===== src/rtl/fetch_stage_if.sv =====
// Instruction-memory port between the fetch stage and the instruction memory.
// Single outstanding word request; address held stable until ack.
// Signal names are from the fetch stage's point of view.
interface fetch_stage_if;
    logic        o_imem_req;
    logic [31:0] o_imem_addr;
    logic        i_imem_ack;
    logic [31:0] i_imem_rdata;

    // Fetch stage side: issues requests, receives data.
    modport master (
        output o_imem_req,
        output o_imem_addr,
        input  i_imem_ack,
        input  i_imem_rdata
    );

    // Memory side: accepts requests, returns data.
    modport slave (
        input  o_imem_req,
        input  o_imem_addr,
        output i_imem_ack,
        output i_imem_rdata
    );
endinterface


===== src/rtl/fetch_stage.sv =====
// Purpose: RV32I instruction fetch (PC, imem req/ack) plus the IF/ID pipeline register.
// Latency: a fetched word reaches IF/ID on the clock edge that samples its ack.
// Backpressure: i_stall freezes IF/ID; a word acked during stall parks in a one-entry hold buffer.
module fetch_stage #(
    parameter logic [31:0] RESET_PC = 32'h0000_0000,
    parameter logic [31:0] NOP_INSN = 32'h0000_0013
) (
    input  logic          i_clk,
    input  logic          i_reset,
    input  logic          i_stall,
    input  logic          i_pc_sel,
    input  logic [31:0]   i_alu_data,
    fetch_stage_if.master imem,
    output logic [31:0]   o_pc,
    output logic [31:0]   o_pc_four,
    output logic [31:0]   o_instr,
    output logic          o_insn_vld
);

    typedef enum logic [1:0] {
        S_REQ  = 2'd0,
        S_HOLD = 2'd1,
        S_DROP = 2'd2
    } state_t;

    state_t      state;
    logic [31:0] pc;
    logic [31:0] drop_addr;
    logic        hold_vld;
    logic [31:0] hold_instr;
    logic [31:0] hold_pc;
    logic [31:0] target;
    logic [31:0] pc_next_seq;

    // Redirect targets are always word aligned; the low ALU bits are ignored.
    assign target      = i_alu_data & 32'hFFFF_FFFC;
    assign pc_next_seq = pc + 32'd4;

    // The request is suppressed while parked and during reset; in S_DROP the
    // address must stay on the abandoned request until memory acks it.
    assign imem.o_imem_req  = !i_reset && (state != S_HOLD);
    assign imem.o_imem_addr = (state == S_DROP) ? drop_addr : pc;

    assign o_pc_four = o_pc + 32'd4;

    // Fetch FSM: PC sequencing, redirect handling and the stall hold buffer.
    always_ff @(posedge i_clk) begin
        if (i_reset) begin
            state      <= S_REQ;
            pc         <= RESET_PC;
            drop_addr  <= RESET_PC;
            hold_vld   <= 1'b0;
            hold_instr <= NOP_INSN;
            hold_pc    <= RESET_PC;
        end else begin
            case (state)
                S_REQ: begin
                    if (i_pc_sel) begin
                        pc       <= target;
                        hold_vld <= 1'b0;
                        if (!imem.i_imem_ack) begin
                            // Request still in flight: its data must be thrown away.
                            drop_addr <= pc;
                            state     <= S_DROP;
                        end
                    end else if (imem.i_imem_ack) begin
                        pc <= pc_next_seq;
                        if (i_stall) begin
                            hold_vld   <= 1'b1;
                            hold_instr <= imem.i_imem_rdata;
                            hold_pc    <= pc;
                            state      <= S_HOLD;
                        end
                    end
                end
                S_HOLD: begin
                    if (i_pc_sel) begin
                        pc       <= target;
                        hold_vld <= 1'b0;
                        state    <= S_REQ;
                    end else if (!i_stall) begin
                        hold_vld <= 1'b0;
                        state    <= S_REQ;
                    end
                end
                S_DROP: begin
                    if (i_pc_sel) begin
                        pc <= target;
                    end
                    // Once the stale request completes, the next request uses pc,
                    // which already holds the most recent target.
                    if (imem.i_imem_ack) begin
                        state <= S_REQ;
                    end
                end
                default: begin
                    state <= S_REQ;
                end
            endcase
        end
    end

    // IF/ID register: redirect flushes, stall holds, else load or insert a bubble.
    always_ff @(posedge i_clk) begin
        if (i_reset) begin
            o_insn_vld <= 1'b0;
            o_instr    <= NOP_INSN;
            o_pc       <= 32'd0;
        end else if (i_pc_sel) begin
            o_insn_vld <= 1'b0;
            o_instr    <= NOP_INSN;
        end else if (i_stall) begin
            o_insn_vld <= o_insn_vld;
        end else if ((state == S_REQ) && imem.i_imem_ack) begin
            o_insn_vld <= 1'b1;
            o_instr    <= imem.i_imem_rdata;
            o_pc       <= pc;
        end else if ((state == S_HOLD) && hold_vld) begin
            o_insn_vld <= 1'b1;
            o_instr    <= hold_instr;
            o_pc       <= hold_pc;
        end else begin
            o_insn_vld <= 1'b0;
            o_instr    <= NOP_INSN;
        end
    end

endmodule


===== src/flat_wrapper.sv =====
// flat-port wrapper written by rule: the top's interface ports become plain ports
module fetch_stage_flat 
#(
    parameter logic [31:0] RESET_PC = 32'h0000_0000,
    parameter logic [31:0] NOP_INSN = 32'h0000_0013
)
  (i_clk, i_reset, i_stall, i_pc_sel, i_alu_data, o_pc, o_pc_four, o_instr, o_insn_vld, imem_o_imem_req, imem_o_imem_addr, imem_i_imem_ack, imem_i_imem_rdata);
  fetch_stage_if imem_i ();
  input  logic i_clk;
  input  logic i_reset;
  input  logic i_stall;
  input  logic i_pc_sel;
  input  logic [31:0] i_alu_data;
  output logic [31:0] o_pc;
  output logic [31:0] o_pc_four;
  output logic [31:0] o_instr;
  output logic o_insn_vld;
  output wire logic [$bits(imem_i.o_imem_req)-1:0] imem_o_imem_req;
  output wire logic [$bits(imem_i.o_imem_addr)-1:0] imem_o_imem_addr;
  input wire logic [$bits(imem_i.i_imem_ack)-1:0] imem_i_imem_ack;
  input wire logic [$bits(imem_i.i_imem_rdata)-1:0] imem_i_imem_rdata;
  assign imem_o_imem_req = imem_i.o_imem_req;
  assign imem_o_imem_addr = imem_i.o_imem_addr;
  assign imem_i.i_imem_ack = imem_i_imem_ack;
  assign imem_i.i_imem_rdata = imem_i_imem_rdata;
  fetch_stage #(.RESET_PC(RESET_PC), .NOP_INSN(NOP_INSN)) u_core (.i_clk(i_clk), .i_reset(i_reset), .i_stall(i_stall), .i_pc_sel(i_pc_sel), .i_alu_data(i_alu_data), .imem(imem_i), .o_pc(o_pc), .o_pc_four(o_pc_four), .o_instr(o_instr), .o_insn_vld(o_insn_vld));
endmodule

===== config.mk =====
export PLATFORM = sky130hd
export DESIGN_NAME = fetch_stage_flat
export DESIGN_NICKNAME = d
export VERILOG_FILES = /design/src/rtl/fetch_stage_if.sv /design/src/rtl/fetch_stage.sv /design/src/flat_wrapper.sv
export SDC_FILE = /design/constraint.sdc
export NUM_CORES = 1
export LEC_CHECK = 0
export CORE_UTILIZATION = 40
export DETAILED_ROUTE_END_ITERATION = 8
export MAX_ROUTING_LAYER = met4
export PLACE_DENSITY = 0.69
export SYNTH_ARGS = -nofsm -noshare
export SYNTH_HDL_FRONTEND = slang
export SYNTH_SLANG_ARGS = --single-unit

===== constraint.sdc =====
create_clock -name i_clk -period 1.9 [get_ports i_clk]
set_input_delay 0.285 -clock i_clk [delete_from_list [all_inputs] [get_ports i_clk]]
set_output_delay 0.285 -clock i_clk [all_outputs]
set_load 0.05 [all_outputs]

==> results.txt <==
----------------------------------------------------
[Outcome]
  Run status ... finished with violations
  Failing checks ... design-rule violations, negative setup slack

[Clock tree]
  Number of buffers inserted during clock tree synthesis ... 17
  Root buffer selected by CTS ... sky130_fd_sc_hd__clkbuf_16
  CTS sink cnt ... ~190
  Clock insertion delay at the later pin of the skew report ... 0.43 ns
  Clock transition at the registers of the reported paths ... 0.07 ns
  Hold-fix buffers, CTS ... 0
  CTS tree ... done
  Buffers from clock root to sink, at most ... 2
  Number of levels the H-tree was split into ... 4

[GRT]
  Antenna violations before repair ... 0
  Wire length of the first global-routing pass ... 47700 um
  Met3 track demand over resource ... 3.84%
  Total global routing track utilization ... 26.1%
  Number of global-route vias before repair ... 9255
  Met2 track demand over resource ... 42.8%
  GRT Max-Usage Layer ... met2
  Total overflow reported by the global router ... 0
  Met1 demand-to-capacity share in global routing ... 32.9%
  Pin count of the biggest net entering global routing ... just over 40

[Worst setup path]
  Top cell family by delay on the critical path ... simple AND/OR/NAND/NOR gates
  CP Max Fanout ... 3
  Longest individual stage delay on the worst path ... 0.35 ns
  Kind of start point of the critical path ... register
  Worst path arrival time ... 2.16 ns
  Worst-path cell chain ... and4_4 -> nand3_2 -> nor4_4 -> nand4_1 -> xnor2_4 -> buf_12
  Bufs and invs on worst path ... 1
  Worst Path Required ... 1.62 ns
  Critical path endpoint category ... output port
  Worst Setup Path Type ... reg -> out
  Library cell contributing the largest single delay on the critical path ... sky130_fd_sc_hd__nor4_4

[Floorplan]
  Area of the die ... 0.0232 mm2
  X dimension of the die ... 152 um
  Initial core utilization ... 41.1%
  Core area ... 0.0220 mm2
  Num rows ... between 50 and 60
  Top-level I/O count ... 199
  Y dimension of the die ... 152 um

[STA]
  Final min period ... between 2 and 2.5 ns
  Final count of hold timing violations ... 0
  Final count of pins violating max slew ... 0
  Setup repair after global routing missed its margin ... true
  Setup clock skew after layout ... 0.0111 ns
  Period utilisation layout ... 128%
  Normalized max-slew margin ... between 60% and 70%
  Hold_ws ... between 0.2 and 0.3 ns
  Worst slew pin tran ... approximately 0.55 ns
  Number of failing setup endpoints in the final timing report ... 55
  Highest clock rate ... 410 MHz
  Setup WS post-layout ... -0.541 ns

[Synth]
  Leading cell types by total area after synthesis ... sky130_fd_sc_hd__dfxtp_1 (42%), sky130_fd_sc_hd__nand2_1 (14%), sky130_fd_sc_hd__a21oi_1 (9.1%)
  Dominant cell type by area after synthesis ... sky130_fd_sc_hd__dfxtp_1
  Dominant register cell in the synthesized netlist ... sky130_fd_sc_hd__dfxtp_1
  Number of library cell types mapped by synthesis ... 58
  FFs w/ async S/R, synth ... 0%
  Portion of the post-synthesis area used by sequential elements ... between 40% and 50%
  Number of warnings issued by yosys ... 0
  Synthesized cell area ... 0.00903 mm2
  Avg Synthesized Cell Area ... 7.46 um2
  Total of flip-flops plus latches after synthesis ... 188
  Number of instances in the synthesized netlist ... 1211
  Post-synth top area share ... approximately two fifths
  Number of synthesized flops with an enable pin ... 0

[Drt]
  Violation count after the first detailed-routing iteration ... 831
  Pre-Repair DR Iteration Count ... 7
  Total wire length ... 31300 um
  Mean number of vias per cell ... 5.51
  Routed via count ... between 9000 and 10000
  DRC errors left ... 10
  Number of nets with antenna violations after routing ... 0
  DR WL/cell ... between 15 and 20 um

[Place]
  Dpl ws ... -0.145 ns
  GP Congestion ... 0.964
  Placed wire-length estimate ... about 20000 um
  Buffers added on ports ... 190

[Pwr]
  Static leakage ... 5.96 nW
  Total power consumption of the routed design ... 0.0121 W
  Peak VDD IR ... about 730 uV
  Power density over the cells ... 816 mW/mm2

[Hold path]
  Hold crit path type ... in -> reg

[Layout]
  Filler instances ... 1659
  Most frequent cells in the layout ... sky130_fd_sc_hd__nand2_1 (334), sky130_fd_sc_hd__buf_4 (169), sky130_fd_sc_hd__a21oi_1 (164)
  Count of antenna diodes in the layout ... 0
  Final Util ... 67.7%
  Layout net count ... 1576
  Ratio of cells with drive above 1 in the final layout ... 30.8%
  Synthesis-to-finish area growth ... 64.7%
  Most common cell after layout, fill and taps aside ... sky130_fd_sc_hd__nand2_1

[Run]
  Max-cap violation count ... 0

----------------------------------------------------
-- Yosys cell counts, types with 2 or more instances --
| library cell | instances |
|---|---|
| sky130_fd_sc_hd__a211oi_1 | 2 |
| sky130_fd_sc_hd__a21o_1 | 2 |
| sky130_fd_sc_hd__a21oi_1 | 165 |
| sky130_fd_sc_hd__a22o_1 | 2 |
| sky130_fd_sc_hd__a22oi_1 | 5 |
| sky130_fd_sc_hd__a2bb2oi_1 | 4 |
| sky130_fd_sc_hd__a311oi_1 | 34 |
| sky130_fd_sc_hd__a31oi_1 | 8 |
| sky130_fd_sc_hd__a32oi_1 | 9 |
| sky130_fd_sc_hd__and2_1 | 9 |
| sky130_fd_sc_hd__and3_1 | 11 |
| sky130_fd_sc_hd__and4_1 | 6 |
| sky130_fd_sc_hd__buf_1 | 2 |
| sky130_fd_sc_hd__buf_2 | 16 |
| sky130_fd_sc_hd__buf_4 | 6 |
| sky130_fd_sc_hd__clkbuf_1 | 88 |
| sky130_fd_sc_hd__dfxtp_1 | 188 |
| sky130_fd_sc_hd__ha_1 | 5 |
| sky130_fd_sc_hd__inv_1 | 7 |
| sky130_fd_sc_hd__mux2_2 | 30 |
| sky130_fd_sc_hd__mux2i_1 | 5 |
| sky130_fd_sc_hd__nand2_1 | 346 |
| sky130_fd_sc_hd__nand2b_1 | 2 |
| sky130_fd_sc_hd__nand3_1 | 28 |
| sky130_fd_sc_hd__nand3b_1 | 5 |
| sky130_fd_sc_hd__nand4_1 | 17 |
| sky130_fd_sc_hd__nor2_1 | 99 |
| sky130_fd_sc_hd__nor2b_1 | 4 |
| sky130_fd_sc_hd__nor3_1 | 13 |
| sky130_fd_sc_hd__nor4_1 | 10 |
| sky130_fd_sc_hd__nor4_2 | 5 |
| sky130_fd_sc_hd__o211ai_1 | 4 |
| sky130_fd_sc_hd__o21a_1 | 3 |
| sky130_fd_sc_hd__o21ai_0 | 12 |
| sky130_fd_sc_hd__o22ai_1 | 3 |
| sky130_fd_sc_hd__o31ai_1 | 2 |
| sky130_fd_sc_hd__or2_2 | 2 |
| sky130_fd_sc_hd__or3_1 | 4 |
| sky130_fd_sc_hd__or4_1 | 3 |
| sky130_fd_sc_hd__xnor2_1 | 20 |
| sky130_fd_sc_hd__xor2_1 | 8 |
-- sequential cells by signal, indices dropped and copies added, names as in the netlist --
name / cells
u_core.o_instr: 32
u_core.hold_vld: 1
u_core.o_insn_vld: 1
u_core.drop_addr: 30
u_core.o_pc: 30
u_core.state: 2
u_core.pc: 30
u_core.hold_pc: 30
u_core.hold_instr: 32
-- where the power goes --
group / total [W] / leakage [nW] / internal [W] / switching [W]
Combinational: 0.00436 / 4.14 / 0.00196 / 0.00240
Clock: 0.00342 / 0.279 / 0.00173 / 0.00169
Sequential: 0.00435 / 1.54 / 0.00416 / 0.000193
-- metrics by stage --
step,setup TNS [ns],instance area (um2),instances
after global placement,-7.08,13200,1733
after floorplan,-3.19,9490,1216
after CTS,-17.05,14500,1782
after global routing,-19.50,14900,1795
after detailed placement,-11.02,13200,1733
final,-15.26,14900,1795
-- metal layers --
layer  vias up  part of all wire [%]
met3        57                   6.4
met2       389                    49
met1      4729                    42
met5         -                     0
met4         0                   2.6
li1       4721                     -
-- cell type report --
type	instances	area, um2	area share, %
clock inverter	15	134	0.900
timing repair buffer	379	4270	28.7
multi-input combinational	909	5830	39.2
clock buffer	17	425	2.86
inverter	7	28.8	0.194
sequential	188	3830	25.8
tap	280	350	2.36
-- cell families after synthesis --
| group | after synthesis | synth area share, % |
|---|---|---|
| XOR/XNOR | 28 | 2.72 |
| flip-flops | 188 | 41.7 |
| multiplexers | 35 | 4.30 |
| AND/OR/NAND/NOR | 571 | 27.5 |
| buffers and inverters | 119 | 5.42 |
| other | 1 | 0.0415 |
| adder cells (fa/ha/maj) | 5 | 0.693 |
| AO/OA/AOI/OAI | 264 | 17.6 |
-- worst paths after layout --
| kind | start | end | slack (ns) | cells past startpoint |
|---|---|---|---|---|
| setup / recovery | u_core.o_pc[9]$_SDFFE_PP0P_ | o_pc_four[31] | -0.54 | 6 |
| hold / removal | i_reset | u_core.pc[16]$_SDFFE_PP0P_ | 0.28 | 2 |
| setup reg to reg | u_core.state[0]$_SDFFE_PP0P_ | u_core.state[1]$_SDFFE_PP0P_ | -0.35 | 10 |
| hold reg to reg | u_core.hold_pc[23]$_SDFFE_PP0P_ | u_core.hold_pc[23]$_SDFFE_PP0P_ | 0.46 | 2 |
-- what timing repair did --
action | CTS | global route
cloned | 4 | 5
pin swaps | 28 | 39
gates resized for setup | 119 | 66
buffers inserted | 15 | 13
setup endpoints to repair | 78 | 140
Power figures use the tool's default switching activity.
